### src/rtl/tetris_input_ctrl_pkg.sv
// Shared types and default keycodes for the keyboard-to-game-action front end.
package tetris_input_pkg;

  typedef enum logic [2:0] {
    ACT_NONE  = 3'd0,
    ACT_LEFT  = 3'd1,
    ACT_RIGHT = 3'd2,
    ACT_DOWN  = 3'd3,
    ACT_ROT   = 3'd4,
    ACT_DROP  = 3'd5
  } action_t;

  typedef enum logic [2:0] {S_IDLE, S_DAS, S_ARR, S_SOFT, S_HELD} state_t;

  typedef enum logic [1:0] {SEL_DAS, SEL_ARR, SEL_SOFT} period_sel_t;

  localparam logic [7:0] DEF_KEY_LEFT  = 8'h04;
  localparam logic [7:0] DEF_KEY_RIGHT = 8'h07;
  localparam logic [7:0] DEF_KEY_DOWN  = 8'h16;
  localparam logic [7:0] DEF_KEY_ROT   = 8'h1A;
  localparam logic [7:0] DEF_KEY_DROP  = 8'h2C;

endpackage

### src/rtl/tetris_input_ctrl_if.sv
// Valid/ready action channel from the input controller to the game logic.
interface tetris_input_ctrl_if;
  import tetris_input_pkg::*;

  logic    action_valid;
  action_t action;
  logic    action_ready;

  modport master (output action_valid, output action, input action_ready);
  modport slave  (input action_valid, input action, output action_ready);

endinterface

### src/rtl/tetris_input_ctrl_repeat_timer.sv
// Frame counter with a selectable terminal count; o_tc pulses on the frame that
// reaches period-1 and the count wraps to zero on that same edge.
module tetris_repeat_timer
  import tetris_input_pkg::*;
#(
  parameter int unsigned DAS_DELAY   = 10,
  parameter int unsigned ARR_PERIOD  = 2,
  parameter int unsigned SOFT_PERIOD = 3
) (
  input  logic        frame_clk,
  input  logic        Reset,
  input  logic        i_clear,
  input  logic        i_en,
  input  period_sel_t i_sel,
  output logic        o_tc
);

  logic [7:0] r_count;
  logic [7:0] w_last;

  always_comb begin
    case (i_sel)
      SEL_DAS: w_last = 8'(DAS_DELAY - 1);
      SEL_ARR: w_last = 8'(ARR_PERIOD - 1);
      default: w_last = 8'(SOFT_PERIOD - 1);
    endcase
  end

  assign o_tc = i_en && (r_count == w_last);

  always_ff @(posedge frame_clk or posedge Reset) begin
    if (Reset) begin
      r_count <= '0;
    end else if (i_clear || o_tc) begin
      r_count <= '0;
    end else if (i_en) begin
      r_count <= r_count + 8'd1;
    end
  end

endmodule

### src/rtl/tetris_input_ctrl.sv
// Keycode to rate-limited game actions (DAS/ARR for left/right, fixed-rate soft drop).
// Define TETRIS_INPUT_DAS_EN for auto-repeat on left/right; otherwise one move per press.
module tetris_input_ctrl
  import tetris_input_pkg::*;
#(
  parameter logic [7:0]  KEY_LEFT    = DEF_KEY_LEFT,
  parameter logic [7:0]  KEY_RIGHT   = DEF_KEY_RIGHT,
  parameter logic [7:0]  KEY_DOWN    = DEF_KEY_DOWN,
  parameter logic [7:0]  KEY_ROT     = DEF_KEY_ROT,
  parameter logic [7:0]  KEY_DROP    = DEF_KEY_DROP,
  parameter int unsigned DAS_DELAY   = 10,
  parameter int unsigned ARR_PERIOD  = 2,
  parameter int unsigned SOFT_PERIOD = 3
) (
  input  logic                       frame_clk,
  input  logic                       Reset,
  input  logic [7:0]                 keycode,
  input  logic                       enable,
  tetris_input_ctrl_if.master        act_if,
  output logic                       repeating
);

  state_t      r_state;
  logic        r_valid;
  action_t     r_action;
  logic [7:0]  r_key_q;

  action_t     w_class;
  logic        w_press;
  logic        w_timing;
  logic        w_tc;
  logic        w_issue;
  logic        w_load;
  period_sel_t w_sel;
  state_t      w_next;

  function automatic state_t press_state(input action_t c);
    state_t s;
    case (c)
      ACT_LEFT, ACT_RIGHT: begin
`ifdef TETRIS_INPUT_DAS_EN
        s = S_DAS;
`else
        s = S_HELD;
`endif
      end
      ACT_DOWN: s = S_SOFT;
      default:  s = S_HELD;
    endcase
    return s;
  endfunction

  always_comb begin
    w_class = ACT_NONE;
    if (keycode != 8'h00) begin
      if      (keycode == KEY_LEFT)  w_class = ACT_LEFT;
      else if (keycode == KEY_RIGHT) w_class = ACT_RIGHT;
      else if (keycode == KEY_DOWN)  w_class = ACT_DOWN;
      else if (keycode == KEY_ROT)   w_class = ACT_ROT;
      else if (keycode == KEY_DROP)  w_class = ACT_DROP;
    end

    w_press  = (w_class != ACT_NONE) && (keycode != r_key_q);
    // Timer only runs while the same key stays held in a repeating state.
    w_timing = enable && (w_class != ACT_NONE) && !w_press &&
               ((r_state == S_DAS) || (r_state == S_ARR) || (r_state == S_SOFT));

    w_sel = SEL_SOFT;
    if (r_state == S_DAS)      w_sel = SEL_DAS;
    else if (r_state == S_ARR) w_sel = SEL_ARR;

    w_next = r_state;
    if (!enable || (w_class == ACT_NONE)) w_next = S_IDLE;
    else if (w_press)                     w_next = press_state(w_class);
    else if (r_state == S_IDLE)           w_next = S_HELD;
    else if ((r_state == S_DAS) && w_tc)  w_next = S_ARR;

    w_issue = enable && (w_press || w_tc);
    // A repeat never overwrites an unaccepted action; a fresh press always does.
    w_load  = w_issue && (w_press || !(r_valid && !act_if.action_ready));
  end

  tetris_repeat_timer #(
    .DAS_DELAY   (DAS_DELAY),
    .ARR_PERIOD  (ARR_PERIOD),
    .SOFT_PERIOD (SOFT_PERIOD)
  ) u_timer (
    .frame_clk (frame_clk),
    .Reset     (Reset),
    .i_clear   (!w_timing),
    .i_en      (w_timing),
    .i_sel     (w_sel),
    .o_tc      (w_tc)
  );

  always_ff @(posedge frame_clk or posedge Reset) begin
    if (Reset) begin
      r_state  <= S_IDLE;
      r_valid  <= 1'b0;
      r_action <= ACT_NONE;
      r_key_q  <= 8'h00;
    end else begin
      r_key_q <= keycode;
      r_state <= w_next;
      if (!enable) begin
        r_valid  <= 1'b0;
        r_action <= ACT_NONE;
      end else if (w_load) begin
        r_valid  <= 1'b1;
        r_action <= w_class;
      end else if (act_if.action_ready) begin
        r_valid  <= 1'b0;
        r_action <= ACT_NONE;
      end
    end
  end

  assign act_if.action_valid = r_valid;
  assign act_if.action       = r_action;

`ifdef TETRIS_INPUT_DAS_EN
  assign repeating = (r_state == S_ARR);
`else
  assign repeating = 1'b0;
`endif

endmodule
### src/flat_wrapper.sv
// flat-port wrapper written by rule: the top's interface ports become plain ports
module tetris_input_ctrl_flat import tetris_input_pkg::*;
#(
  parameter logic [7:0]  KEY_LEFT    = DEF_KEY_LEFT,
  parameter logic [7:0]  KEY_RIGHT   = DEF_KEY_RIGHT,
  parameter logic [7:0]  KEY_DOWN    = DEF_KEY_DOWN,
  parameter logic [7:0]  KEY_ROT     = DEF_KEY_ROT,
  parameter logic [7:0]  KEY_DROP    = DEF_KEY_DROP,
  parameter int unsigned DAS_DELAY   = 10,
  parameter int unsigned ARR_PERIOD  = 2,
  parameter int unsigned SOFT_PERIOD = 3
)
  (frame_clk, Reset, keycode, enable, repeating, act_if_action_valid, act_if_action, act_if_action_ready);
  tetris_input_ctrl_if act_if_i ();
  input  logic frame_clk;
  input  logic Reset;
  input  logic [7:0] keycode;
  input  logic enable;
  output logic repeating;
  output wire logic [$bits(act_if_i.action_valid)-1:0] act_if_action_valid;
  output wire logic [$bits(act_if_i.action)-1:0] act_if_action;
  input wire logic [$bits(act_if_i.action_ready)-1:0] act_if_action_ready;
  assign act_if_action_valid = act_if_i.action_valid;
  assign act_if_action = act_if_i.action;
  assign act_if_i.action_ready = act_if_action_ready;
  tetris_input_ctrl #(.KEY_LEFT(KEY_LEFT), .KEY_RIGHT(KEY_RIGHT), .KEY_DOWN(KEY_DOWN), .KEY_ROT(KEY_ROT), .KEY_DROP(KEY_DROP), .DAS_DELAY(DAS_DELAY), .ARR_PERIOD(ARR_PERIOD), .SOFT_PERIOD(SOFT_PERIOD)) u_core (.frame_clk(frame_clk), .Reset(Reset), .keycode(keycode), .enable(enable), .act_if(act_if_i), .repeating(repeating));
endmodule
### config.mk
export PLATFORM = sky130hd
export DESIGN_NAME = tetris_input_ctrl_flat
export DESIGN_NICKNAME = d
export VERILOG_FILES = /design/src/rtl/tetris_input_ctrl_pkg.sv /design/src/rtl/tetris_input_ctrl_if.sv /design/src/rtl/tetris_input_ctrl_repeat_timer.sv /design/src/rtl/tetris_input_ctrl.sv /design/src/flat_wrapper.sv
export SDC_FILE = /design/constraint.sdc
export NUM_CORES = 1
export LEC_CHECK = 0
export BUFFER_PORTS_ARGS = -buffer_cell sky130_fd_sc_hd__buf_2
export CAP_MARGIN = 10
export CORE_MARGIN = 10
export CORE_UTILIZATION = 52
export DETAILED_ROUTE_END_ITERATION = 10
export PLACE_DENSITY = 0.84
export REMOVE_ABC_BUFFERS = 1
export SETUP_SLACK_MARGIN = 0.4
export SYNTH_ARGS = -nofsm -noshare
export SYNTH_HDL_FRONTEND = slang
export SYNTH_SLANG_ARGS = --single-unit
export TNS_END_PERCENT = 20
### constraint.sdc
create_clock -name frame_clk -period 1.9 [get_ports frame_clk]
set_input_delay 0.095 -clock frame_clk [delete_from_list [all_inputs] [get_ports frame_clk]]
set_output_delay 0.095 -clock frame_clk [all_outputs]
set_load 0.005 [all_outputs]
-- Yosys cells after proc, flatten, opt, wreduce, memory -nomap -nowiden
Cells that the tools add are included.
- output and inout port bits: 5
- ROM bits: 0
- flip-flop bits (word level): 23
- memories: 0
- word-level logic and storage cells: 68
- bits in latches: 0
- RAM bits: 0
- input bits: 12
- $add $sub $neg: 1
- shift-type cells: 0
- bitwise operators: 0
- equality and inequality tests: 13
- $mul: 0
- divide/modulo/power cells: 0
- multiplexer cells: 22
- reduce and logical (&&, ||, !) cells: 27
- magnitude comparators: 0
- operators with widths (kind ; count):
    3-bit two-way mux ; 14
    8-bit by 3-bit == test with 1-bit output (second input constant) ; 2
    8-bit by 5-bit == test with 1-bit output (second input constant) ; 2
    8-bit two-way mux ; 2
    3-bit by 2-bit == test with 1-bit output (second input constant) ; 3
    1-bit logical AND ; 9
    8-bit by 1-bit adder with 8-bit output (second input constant) ; 1
    8-bit by 4-bit == test with 1-bit output ; 1
    8-bit by 6-bit == test with 1-bit output (second input constant) ; 1
    8-bit != test ; 1
    4-bit one-hot mux with 2 select lines ; 1
    8-bit nonzero test ; 1
    3-bit logical NOT ; 2
    1-bit logical OR ; 6
    1-bit logical NOT ; 5
    2-bit two-way mux ; 2
    4-bit nonzero test ; 1
    3-bit by 1-bit == test with 1-bit output (second input constant) ; 1
    1-bit two-way mux ; 3
    3-bit by 1-bit != test with 1-bit output (second input constant) ; 1
    3-bit nonzero test ; 1
    2-bit by 1-bit == test with 1-bit output (second input constant) ; 1
    2-bit logical NOT ; 1
    2-bit nonzero test ; 1

-- Longest topological paths before layout
Gate-level depths: netlist of run 1.
- depth after elaboration: 18
- gate-level depth with buffers: 6
- mapped depth without buffers: 5

-- Modules after synthesis
A second synthesis of run 1 with hierarchy kept.
- cells, all modules: 126
- area total of the unflattened synthesis: 1400.1 um^2
- modules (own cells, without submodules) (module ; cells each ; area each (um^2) ; times used ; seq. area each (um^2)):
    tetris_input_ctrl ; 81 ; 933.4 ; 1 ; 375.4
    tetris_repeat_timer ; 45 ; 466.7 ; 1 ; 200.2

-- Worst setup path after synthesis of run 1
OpenSTA, ideal clock, no wires.
- path kind: reg2reg
- start point: register u_core.r_state[1]
- end point: register u_core.r_action[0] (netlist: u_core.act_if.action[0])
- library setup time: 0.139 ns
- data arrival time: 1.517 ns
- stages on the path, launching flop included: 6
- slack: 0.244 ns
- required time: 1.761 ns
- path buffers: 0
- clock period less this slack: 1.656 ns
- cell sequence: dfrtp_1 > xor2_1 > a21bo_2 > a2111oi_0 > a2bb2oi_1 > o22ai_1
- word-level cells in the longest chain between the ends: 12
- elaborated cells on any way between the ends: 19
- those cells by class: 6 x eq/ne; 5 x mux; 8 x reduce/logical
- RTL lines (what ; RTL line ; RTL):
    from (decl) ; tetris_input_ctrl.sv:23 ; state_t r_state;
    from (signal assigned) ; tetris_input_ctrl.sv:104 ; r_state <= w_next;
    3-bit by 2-bit == test with 1-bit output ; tetris_input_ctrl.sv:66, tetris_input_ctrl.sv:70 ;
    2-bit two-way mux ; tetris_input_ctrl.sv:70 ; else if (r_state == S_ARR) w_sel = SEL_ARR;
    2-bit two-way mux ; tetris_input_ctrl.sv:69 ; if (r_state == S_DAS) w_sel = SEL_DAS;
    2-bit by 1-bit == test with 1-bit output / 2-bit logical NOT (equally long branches) ; tetris_input_ctrl_repeat_timer.sv:22 ; case (i_sel)
    4-bit one-hot mux with 2 select lines ; tetris_input_ctrl_repeat_timer.sv:22 ;
    8-bit by 4-bit == test with 1-bit output ; tetris_input_ctrl_repeat_timer.sv:29 ; assign o_tc = i_en && (r_count == w_last);
    1-bit logical AND (*) ; tetris_input_ctrl_repeat_timer.sv:29 ;
    1-bit logical OR (*) ; tetris_input_ctrl.sv:78 ; w_issue = enable && (w_press || w_tc);
    1-bit logical AND (*) ; tetris_input_ctrl.sv:78 ;
    1-bit logical AND (*) ; tetris_input_ctrl.sv:80 ; w_load = w_issue && (w_press || !(r_valid && !act_if.action_ready));
    3-bit two-way mux ; tetris_input_ctrl.sv:108 ; end else if (w_load) begin
    3-bit two-way mux ; tetris_input_ctrl.sv:105 ; if (!enable) begin
    to (signal assigned) ; tetris_input_ctrl.sv:110 ; r_action <= w_class;
    to (decl) ; tetris_input_ctrl.sv:25 ; action_t r_action;
Every way passes the cells marked *; elsewhere a longest branch is shown, timed or not.
A chain may end at the register's enable or synchronous reset.

-- Worst setup path after layout of run 1
- start point: register u_core.r_key_q[0]
- end point: register u_core.u_timer.r_count[1]
- word-level cells in the longest chain between the ends: 8
- elaborated cells on any way between the ends: 10
- those cells by class: 1 x eq/ne; 1 x mux; 8 x reduce/logical
- RTL lines (what ; RTL line ; RTL):
    from (decl) ; tetris_input_ctrl.sv:26 ; logic [7:0] r_key_q;
    from (signal assigned) ; tetris_input_ctrl.sv:103 ; r_key_q <= keycode;
    8-bit != test (*) ; tetris_input_ctrl.sv:63 ; w_press = (w_class != ACT_NONE) && (keycode != r_key_q);
    1-bit logical AND (*) ; tetris_input_ctrl.sv:63 ;
    1-bit logical NOT (*) ; tetris_input_ctrl.sv:65 ; w_timing = enable && (w_class != ACT_NONE) && !w_press &&
    1-bit logical AND (*) (2 in a row) ; tetris_input_ctrl.sv:65 ;
    1-bit logical NOT / 1-bit logical AND (equally long branches) ; tetris_input_ctrl.sv:90, tetris_input_ctrl_repeat_timer.sv:29 ;
    1-bit logical OR ; tetris_input_ctrl_repeat_timer.sv:34 ; end else if (i_clear || o_tc) begin
    8-bit two-way mux / 2-bit nonzero test (equally long branches) ; n/a ;
    to (signal assigned) ; tetris_input_ctrl_repeat_timer.sv:37 ; r_count <= r_count + 8'd1;
    to (decl) ; tetris_input_ctrl_repeat_timer.sv:18 ; logic [7:0] r_count;
Marks and branches as above.

==> results of run 1 <==
[worst reg2reg max path: stages, from the launching register on]
cell and delay [ns]:
dfrtp_1 0.41, xnor2_1 0.19, nand4_1 0.17, or2_1 0.26, a2111o_1 0.51, nor2_1 0.14
[Yosys cell counts (all sizes together), types with 2 or more instances]
master,count
dfrtp,23
nor2,15
xnor2,11
nand2,9
xor2,7
nand3,6
inv,4
nand4,4
and4bb,3
nor3,3
o22ai,3
a2111oi,2
a211oi,2
a21bo,2
a21boi,2
buf,2
nor3b,2
o21ai,2
[flip-flops by register name, summed over array words and instances (netlist names)]
name and flops:
u_core.act_if.action 3, u_core.r_state 3, u_core.r_key_q 8, u_core.act_if.action_valid 1
u_core.u_timer.r_count 8
[final timing paths]
path                                    startpoint                   endpoint  cells past startpoint
setup / recovery                 u_core.r_key_q[0]  u_core.u_timer.r_count[1]                      5
min in group asynchronous                    Reset          u_core.r_key_q[7]                      4
hold / removal                              enable          u_core.r_state[0]                      2
setup reg to reg                 u_core.r_key_q[0]  u_core.u_timer.r_count[1]                      5
hold reg to reg            u_core.act_if.action[2]    u_core.act_if.action[2]                      2
max in group asynchronous                    Reset          u_core.r_state[1]                      4
[timing repair]
item / 4_1_cts / 5_1_grt
endpoints found under the hold margin: 31 / 0
pin swaps: 6 / 12
endpoints found under the setup margin: 14 / 15
hold buffers: 9 / 0
resized for setup: 5 / 18
buffers inserted: 2 / 0
[per-stage QoR]
stage                     hold slack [ns]  instances
final                             0.06802        179
after global routing              0.05784        179
after floorplan                   0.09692        117
after CTS                         0.06295        179
after global placement             0.1407        164
after detailed placement           0.1475        164
[metal layers]
layer	global-route usage, %	routed length, µm	vias up	share of wire, %
li1	-	-	483	-
met4	8.794	80	0	2.8
met3	3.426	103	7	3.6
met5	0	0	-	0
met1	16.09	1235	485	43
met2	22.33	1452	17	51
[kinds of logic after synthesis]
kind of cell | count (synthesis) | share of synthesized area [%]
buffers and inverters | 6 | 2.291
other | 1 | 0.3122
xor gates and xnor gates | 18 | 13.12
adders and majority gates | 1 | 1.042
AOI/OAI and AO/OA | 23 | 14.90
and+or+nand+nor | 47 | 20.42
DFF | 23 | 47.92
[final cells by class]
cell class | instances | area, µm² | area share, %
tap | 28 | 35.03 | 2.224
sequential | 23 | 578.1 | 36.70
inverter | 4 | 15.01 | 0.9531
clock buffer | 4 | 26.28 | 1.668
multi-input combinational | 90 | 710.7 | 45.12
timing repair buffer | 30 | 210.2 | 13.34
[cells in the final DEF, fill, tap and decap left out, drive strengths merged, types with 2 or more instances in the layout]
master,count
nor3,3
nand4,4
a2111oi,2
xor2,7
inv,4
a211oi,2
dlygate4sd3,9
nor3b,2
o21ai,2
a21boi,2
nor2,15
and4bb,3
clkbuf,4
nand3,6
o22ai,3
dfrtp,23
nand2,9
buf,21
a21bo,2
xnor2,11
[where the power goes]
part / switching (mW) / internal, mW
combinational: 0.0483 / 0.0495
sequential: 0.00582 / 0.499
clock: 0.146 / 0.0821
total: 0.200 / 0.631
==> flow_summary.yaml, run 1 <==
synthesis:
  synth_top_area_cell: "dfrtp_1"
  ys_warn_count: 0
  synth_flop_cell: "dfrtp_1"
  synthArstFlopShare_pct: 100.0
  ys_seq_area_share_pct: 47.92
  synth_top_area_share_pct: 47.92
  netlist_instances: 119
  synth_edf_count: 0
  ys_types: 36
  synth_area_um2: 1201
  synth_seq_cells: 23
  synthTopCellsByArea: "dfrtp_1 48%, xnor2_1 8.0%, xor2_1 5.1%, nor2_1 4.7%, and4bb_2 3.1%"
  syn_area_per_cell_um2: 10.09
timing:
  min_period_ns: 1.761
  finalHoldViolations: 0
  final.setup.tns_ns: 0
  drv_slew: 0
  rsz0062_at_grt: "yes"
  fin_ws_ns: 0.1393
  final.period_utilization_pct: 92.67
  setup_viol_count_final: 0
  fmaxAchievable_mhz: 567.9
  final.setup_skew_ns: 0.008151
global_route:
  grt_usage_pct: 13.84
  antenna_found_initial: 0
  grt_pass1_vias: 1038
  grt_start_max_net_pins: 24
  grt_pass1_wl_um: 4843
  globalRouteOverflowTotal: 0
critical_path:
  crit_slowest_cell: "a2111o_1"
  start_kind: "register"
  path_cells: "xnor2_1 -> nand4_1 -> or2_1 -> a2111o_1 -> nor2_1"
  path_max_fanout: 8
  critical_path_class: "register to register"
  end_kind: "register"
  r2r_slack_ns: 0.14
  slowest_delay_ns: 0.51
  crit_family: "simple AND/OR/NAND/NOR gates"
  required_ns: 2.15
  path_buf_inv: 0
  arrival_ns: 2.01
floorplan:
  die_x_um: 68.06
  die_h_um: 68.06
  start_util_pct: 54.30
  die-area_um2: 4632
  fp-row-count: 17
  core-area_um2: 2212
  pin_count: 17
pwr:
  power_density_nw_per_um2: 527.1
  leakagePower_nw: 0.6704
  vdd_drop_max_v: 0.0004074
  p_total_uw: 830.3
clock_network:
  clock_latency_ns: 0.32
  htree_levels: 1
  cts_sinks: 23
  cts_tree: "done"
  cts.path.max_buffers: 2
  clk_pin_slew_worst_paths_ns: 0.13
  cts_buffers: 3
  cts_root_buf: "clkbuf_4"
place:
  hpwl_um: 1984
  pre_cts_ws_ns: 0.03854
  io_buffers: 15
  placed_cell_area_um2: 1329
  routabilityCongestion: 0.8419
run_status:
  status: "complete, no violations"
run:
  max_cap_violations: 0
routing:
  routed_wl_um: 2871
  via_per_inst: 5.542
  drt_iter0_drc: 64
  wl_per_cell_um: 16.04
  num_vias: 992
  drtAntennaViolNets: 0
  drc: 0
  dr.pass1.iters: 4
cells_and_area:
  nFillCells: 172
  layout.nets: 165
  drive_gt1_share_pct: 30.46
  final_cell_area_um2: 1575
  area_delta_synth_final_pct: 31.15
  postLayoutCoreUtil_pct: 71.21
  num_antenna_cells: 0
worst_hold_path:
  min_path_type: "input pin to register"
Note: power is estimated with default switching activity, not from simulation.
==> inputs of run 2 (changes only) <==
--- a/config.mk
+++ b/config.mk
@@ -8,9 +8,9 @@
 export BUFFER_PORTS_ARGS = -buffer_cell sky130_fd_sc_hd__buf_2
 export CAP_MARGIN = 10
 export CORE_MARGIN = 10
-export CORE_UTILIZATION = 52
+export CORE_UTILIZATION = 55
 export DETAILED_ROUTE_END_ITERATION = 10
-export PLACE_DENSITY = 0.84
+export PLACE_DENSITY = 0.88
 export REMOVE_ABC_BUFFERS = 1
 export SETUP_SLACK_MARGIN = 0.4
 export SYNTH_ARGS = -nofsm -noshare
==> flow_summary.yaml, run 2 (synthesis gave the netlist of run 1 again) <==
floorplan:
  die-area_um2: 4453
  pin_count: 17
  fp-row-count: 16
  core-area_um2: 2022
  die_h_um: 66.73
  die_x_um: 66.73
  start_util_pct: 59.41
timing:
  finalHoldViolations: 0
  drv_slew: 0
  min_period_ns: 1.836
  fmaxAchievable_mhz: 544.8
  final.setup.tns_ns: 0
  final.setup_skew_ns: 0.002430
  fin_ws_ns: 0.06449
  holdWs_ns: 0.09600
  rsz0062_at_grt: "yes"
  setup_viol_count_final: 0
  final.period_utilization_pct: 96.61
cells_and_area:
  final_cell_mix: "22 x dfrtp_1, 15 x nor2_1, 15 x buf_2"
  reg_top3: "u_core.r_key_q x8, u_core.u_timer.r_count x8"
  num_antenna_cells: 0
  area_delta_synth_final_pct: 32.60
  layout.nets: 169
  final_common_cell: "dfrtp_1"
  drive_gt1_share_pct: 29.68
critical_path:
  critical_path_class: "register to register"
  slowest_delay_ns: 0.44
  cp-endpoint: "u_core.act_if.action[0]"
  start_kind: "register"
  arrival_ns: 2.02
  path_max_fanout: 3
  r2r_cells: 6
  path_cells: "xor2_1 -> a21bo_2 -> buf_4 -> a2111oi_4 -> a2bb2oi_2 -> o22ai_1"
  crit_slowest_cell: "dfrtp_1"
  reg2reg_from: "u_core.r_state[1]"
  crit_start: "u_core.r_state[1]"
  required_ns: 2.08
  r2r_slack_ns: 0.06
  r2r_end: "u_core.act_if.action[0]"
  end_kind: "register"
global_route:
  globalRouteOverflowTotal: 0
  grt_usage_pct: 12.89
  grt_pass1_wl_um: 4554
  grt_pass1_vias: 998
  grt_start_max_net_pins: 24
  antenna_found_initial: 0
clock_network:
  clk_pin_slew_worst_paths_ns: 0.12
  cts_root_buf: "clkbuf_4"
  cts_sinks: 23
  htree_levels: 1
  cts_buffers: 3
  cts_tree: "done"
  cts.path.max_buffers: 2
  clock_latency_ns: 0.30
pwr:
  power_density_nw_per_um2: 511.1
  vdd_drop_max_v: 0.0003903
  leakagePower_nw: 0.6816
routing:
  routed_wl_um: 3213
  via_per_inst: 5.951
  num_vias: 1083
  dr.pass1.iters: 4
  wl_per_cell_um: 17.65
  drtAntennaViolNets: 0
  drt_iter0_drc: 87
  drc: 0
place:
  routabilityCongestion: 0.7606
  pre_cts_ws_ns: 0.02148
  hpwl_um: 1857
  io_buffers: 15
worst_hold_path:
  hold_start: "enable"
  min_path_type: "input pin to register"
run_status:
  status: "complete, no violations"
run:
  max_cap_violations: 0
[run 2: changes by cell type in the layout (fill, tap and decap cells not counted), sizes merged]
cell,change
buf,+4
[run 2: power breakdown]
part	total [mW]	switching (mW)	leakage, nW	internal [mW]
clock network	0.215	0.134	0.0150	0.0818
registers	0.504	0.00506	0.301	0.499
logic	0.0947	0.0489	0.366	0.0457
total	0.814	0.188	0.682	0.626
[run 2: timing repair]
action	4_1_cts	5_1_grt
buffers inserted	3	3
pin swaps	6	6
gates resized for setup	5	15
hold endpoints to repair	31	0
setup endpoints to repair	14	15
hold buffers	9	0
[run 2: critical path, delay by kind of cell (launching register included)]
| family | cells | cell delay, ns |
|---|---|---|
| buf+inv | 1 | 0.16 |
| compound gates | 4 | 0.93 |
| xor+xnor | 1 | 0.20 |
| flops | 1 | 0.44 |
[run 2: final cells by class]
cell class	count	area, µm²
multi-input cells	90	696.9
repair buffers	34	244.0
well taps	27	33.78
inverters	4	15.01
fillers	120	429.2
flip-flops and latches	23	576.8
clock buffers	4	26.28
[run 2: stage by stage]
stage | cells | utilization, % | area [µm²] | power [mW]
global route | 182 | 78.77 | 1593 | 0.8517
global placement | 163 | 65.66 | 1328 | 0.5852
CTS | 179 | 74.01 | 1496 | 0.8167
floorplan | 117 | - | 1189 | 0.5532
finish | 182 | 78.77 | 1593 | 0.8140
detailed placement | 163 | 65.66 | 1328 | 0.5886
[run 2: metal layers]
layer  global-route usage (%)  up-vias  wire length (µm)
met5                        0        -                 0
met4                    6.021        0               117
met3                    2.843       15               201
met2                    20.50       59              1551
met1                    16.08      514              1343
li1                         -      495                 -
[run 2: how the worst min path moves through the flow]
stage	to	cells past startpoint
finish	u_core.r_state[0]	2
global route	u_core.r_state[0]	2
CTS	u_core.r_state[0]	2
floorplan	u_core.act_if.action[0]	1
detailed placement	u_core.act_if.action[1]	3
global placement	u_core.act_if.action[2]	3
